## config.mk

```make
export PLATFORM = sky130hd
export DESIGN_NAME = bank_loader
export DESIGN_NICKNAME = d
export VERILOG_FILES = /design/src/rtl/bank_loader.sv
export SDC_FILE = /design/constraint.sdc
export NUM_CORES = 1
export LEC_CHECK = 0
export CORE_ASPECT_RATIO = 0.5
export CORE_MARGIN = 2
export CORE_UTILIZATION = 41
export DETAILED_ROUTE_END_ITERATION = 7
export PLACE_DENSITY = 0.83
export SLEW_MARGIN = 15
export SYNTH_ARGS = -nofsm -noshare
export SYNTH_HDL_FRONTEND = slang
export SYNTH_SLANG_ARGS = --single-unit
export TNS_END_PERCENT = 20
```

## constraint.sdc

```tcl
create_clock -name clk -period 4 [get_ports clk]
set_input_delay 1.2 -clock clk [delete_from_list [all_inputs] [get_ports clk]]
set_output_delay 1.2 -clock clk [all_outputs]
set_load 0.03 [all_outputs]
```

## src/rtl/bank_loader.sv

```systemverilog
// bank_loader: host-side load/dump sequencer for the Data Bank.
// Streams host words into the bank and bank words back to the host.
module bank_loader #(
  parameter int W     = 24,
  parameter int NR    = 32,
  parameter int ADDRW = 5
) (
  input  logic             clk,
  input  logic             rst,
  input  logic             cmd_valid,
  output logic             cmd_ready,
  input  logic             cmd_dir,
  input  logic [ADDRW-1:0] cmd_base,
  input  logic [ADDRW:0]   cmd_len,
  input  logic             in_valid,
  output logic             in_ready,
  input  logic [W-1:0]     in_data,
  output logic             out_valid,
  input  logic             out_ready,
  output logic [W-1:0]     out_data,
  output logic             busy,
  output logic             done,
  output logic             bank_write,
  output logic [ADDRW-1:0] bank_dira,
  output logic [W-1:0]     bank_data,
  output logic [ADDRW-1:0] bank_dirb,
  input  logic [W-1:0]     bank_B
);

  typedef enum logic [1:0] {
    IDLE, LOAD, DUMP, DONE
  } state_t;

  localparam logic [ADDRW:0]   NR_L = (ADDRW+1)'(NR);
  localparam logic [ADDRW-1:0] LAST = ADDRW'(NR - 1);
  localparam logic [ADDRW:0]   ONE  = (ADDRW+1)'(1);

  state_t           state, state_nx;
  logic [ADDRW-1:0] addr, addr_nx, addr_inc;
  logic [ADDRW:0]   rem, rem_nx, len_clamp;
  logic             out_valid_nx;
  logic [W-1:0]     out_data_nx;
  logic             load_hs, issue, consume;

  assign addr_inc  = (addr == LAST) ? '0 : addr + ADDRW'(1);
  assign len_clamp = (cmd_len > NR_L) ? NR_L : cmd_len;

  assign cmd_ready  = (state == IDLE);
  assign busy       = (state != IDLE);
  assign done       = (state == DONE) & !rst;
  assign in_ready   = (state == LOAD) & !rst;
  assign load_hs    = in_valid & in_ready;
  assign bank_write = load_hs & !rst;
  assign bank_dira  = addr;
  assign bank_dirb  = addr;
  assign bank_data  = in_data;

  // Dump: refill the output register whenever it is empty or draining.
  assign issue   = (state == DUMP) & (!out_valid | out_ready)
                 & (rem != '0);
  assign consume = (state == DUMP) & out_valid & out_ready;

  // Next-state, address walk and output register refill.
  always_comb begin
    state_nx     = state;
    addr_nx      = addr;
    rem_nx       = rem;
    out_valid_nx = out_valid;
    out_data_nx  = out_data;
    unique case (state)
      IDLE: begin
        if (cmd_valid) begin
          addr_nx = cmd_base;
          rem_nx  = len_clamp;
          if (len_clamp == '0) state_nx = DONE;
          else if (cmd_dir)    state_nx = DUMP;
          else                 state_nx = LOAD;
        end
      end
      LOAD: begin
        if (load_hs) begin
          addr_nx = addr_inc;
          rem_nx  = rem - ONE;
          if (rem == ONE) state_nx = DONE;
        end
      end
      DUMP: begin
        if (issue) begin
          out_data_nx  = bank_B;
          out_valid_nx = 1'b1;
          addr_nx      = addr_inc;
          rem_nx       = rem - ONE;
        end else if (consume) begin
          out_valid_nx = 1'b0;
          state_nx     = DONE;
        end
      end
      DONE:    state_nx = IDLE;
      default: state_nx = IDLE;
    endcase
  end

  // State and datapath registers; reset aborts any command at once.
  always_ff @(posedge clk) begin
    if (rst) begin
      state     <= IDLE;
      addr      <= '0;
      rem       <= '0;
      out_valid <= 1'b0;
      out_data  <= '0;
    end else begin
      state     <= state_nx;
      addr      <= addr_nx;
      rem       <= rem_nx;
      out_valid <= out_valid_nx;
      out_data  <= out_data_nx;
    end
  end

endmodule

```

==> results.sh <==
export IMPL_async_flop_share_pct=0
export IMPL_cap_violations=0
export IMPL_synth_most_common_cell="dfxtp_1"
export IMPL_relSlewSlack_pct=56.7
export IMPL_final_hold_viol_count=0
export IMPL_cts_resized=0
export IMPL_fillCellCount=423
export IMPL_nets=362
export IMPL_viasPerCell=5.19
export IMPL_swShare_pct=42.5
export IMPL_cts_hold_buf=0
export IMPL_postRouteAntennaNets=0
export IMPL_setup_viol=0
export IMPL_critical_path_class="in2out"
export IMPL_h_tree_depth=2
export IMPL_core_um2=5000
export IMPL_diodes=0
export IMPL_clockBufferDepth=2
export IMPL_finalInstanceArea_um2=2920
export IMPL_cts_buffers=5
export IMPL_fp_dieH_um=55.3
export IMPL_p_int_uw=1220
export IMPL_critPathMaxFanout=3
export IMPL_cts_setup_buffers=0
export IMPL_clk_pin_slew_worst_paths_ns=0.08
export IMPL_wirelength_mm=5.12
export IMPL_grtUsageTotal_pct=17.6
export IMPL_die_x_um=107
export IMPL_layout_drive_gt1_share_pct=5.88
export IMPL_io_pin_count=129
export IMPL_p_seq_share_pct=27.3
export IMPL_status="complete, no violations"
export IMPL_skew_ns=0.00872
export IMPL_synth_edff_count=0
export IMPL_min_path_type="reg2reg"
export IMPL_grt_pass1_vias=1808
export IMPL_setup_tns_ns=0
export IMPL_fmax_mhz=303
export IMPL_postSynthCellCount=237
export IMPL_ys_types=42
export IMPL_clockPowerShare_pct=18.4
export IMPL_fin_crit_ns=3.30
export IMPL_clkSinkCount=38
export IMPL_synth_area_per_cell_um2=9.10
export IMPL_slew_violations=0
export IMPL_rsz0062_at_grt="no"
export IMPL_regArea_um2=761
export IMPL_p_leak_uw=0.00125
export IMPL_yosysTopAreaCellShare_pct=35.3
export IMPL_area_growth_pct=35.2
export IMPL_synthTopCellsByArea="dfxtp_1, mux2i_1, buf_4"
export IMPL_die_area_um2=5890
export IMPL_synthesis_nets=311
export IMPL_fin_crit_sh_pct=82.4
export IMPL_drt_iter0_markers=78
export IMPL_dp_hpwl_mm=3.75
export IMPL_grt_remaining_overflow=0
export IMPL_netlist_area_um2=2160
export IMPL_grt_start_max_net_pins=46
export IMPL_power_switching_uw=905
export IMPL_antenna_found_initial=0
export IMPL_yosysTopAreaCell="dfxtp_1"
export IMPL_worstPathArrival_ns=2.10
export IMPL_clk_latency_ns=0.29
export IMPL_power_density_nw_per_um2=730
export IMPL_endpoint_kind="primary output"
export IMPL_grt_pass1_wl_mm=8.40
export IMPL_cts_root_buf="clkbuf_8"
export IMPL_placed_cell_area_um2=2780
export IMPL_ys_flop_type="dfxtp_1"
export IMPL_post_drt_wl_per_cell_um=14.3
export IMPL_rows=18
export IMPL_yosysWarnings=0
export IMPL_synth_common_cells="dfxtp_1, nor2_1, buf_4"
export IMPL_yosysSeqAreaShare_pct=35.3
export IMPL_dr_pass1_iters=5
export IMPL_vias=1864
export IMPL_worst_pin_slew_ns=0.649
export IMPL_comb_power_share_pct=54.3
export IMPL_io_buffers=80
export IMPL_startpoint_type="primary input"
export IMPL_irDropWorstVdd_mv=0.268
export IMPL_required_ns=2.80
export IMPL_cts_tree="built"
export IMPL_drc_errors=0
export IMPL_place_gp_congestion=0.898
export IMPL_synth_seq_cells=38
export IMPL_initial_core_util_pct=43.1
export IMPL_multi_input_area_um2=1080
-- cell usage in the layout (no fill, tap or decap), drive strengths merged, types with 6 or more instances in the layout --
cell           count
mux2i             28
ha                 9
a211oi             9
inv               10
nor2              37
dfxtp             38
nand2b             9
a31oi              6
clkdlybuf4s50     77
-- final timing paths --
kind	from	to	slack (ns)	cells after the start
worst max register to register	rem[0]	out_data[22]	1.61	7
worst min register to register	out_data[16]	out_data[16]	0.50	2
worst max-delay path	rst	bank_write	0.70	4
worst min-delay path	out_data[16]	out_data[16]	0.50	2
-- final cells by class --
| type | instances | share of cell area, % |
|---|---|---|
| timing repair buffer | 82 | 27.7 |
| tap | 70 | 3.00 |
| clock inverter | 3 | 2.36 |
| clock buffer | 5 | 2.36 |
| multi-input combinational | 150 | 37.1 |
| inverter | 11 | 1.42 |
| sequential | 38 | 26.1 |
-- kinds of logic after synthesis --
logic type | Yosys count | share of synthesized area (%)
AOI/OAI and AO/OA | 43 | 16.1
xor gates and xnor gates | 1 | 0.406
adders and majority gates | 9 | 5.22
buffers and inverters | 49 | 14.6
DFF | 38 | 35.3
muxes | 28 | 13.0
and+or+nand+nor | 69 | 15.4
-- metal layers --
| metal | GRT usage [%] | wire length [um] | vias to the layer above |
|---|---|---|---|
| met5 | 0 | 0 | - |
| met4 | 9.28 | 150 | 0 |
| met3 | 3.42 | 349 | 27 |
| met2 | 30.2 | 2460 | 69 |
| met1 | 21.1 | 2160 | 855 |
| li1 | - | - | 913 |
-- power by group through the flow --
stage                     logic, uW  clock network (uW)  registers [uW]
after floorplan                 743                   0             704
after global placement         1130                   0             582
after detailed placement       1150                   0             588
after CTS                      1150                 397             580
after global routing           1250                 415             596
final                          1160                 391             581
-- critical path: stages --
cell and delay [ns]:
clkdlybuf4s50_1 0.44, nor2_1 0.15, and2_1 0.15, buf_4 0.15
-- state kept, by name, summed over array words and instances (netlist names) --
name	flops
state	2
out_data	24
out_valid	1
bank_dira	5
rem	6
-- metrics by stage --
stage                     std cells  util [%]  hold WS (ns)  total power (uW)  setup slack [ns]
final                           359      58.3         0.495              2130             0.705
after global routing            359      58.3         0.527              2260             0.688
after CTS                       359      58.3         0.501              2130             0.717
after detailed placement        351      55.6         0.481              1740             0.713
after global placement          351      55.6         0.476              1710             0.746
after floorplan                 237         -         0.485              1450             0.427
Note: power is estimated with default switching activity, not from simulation.
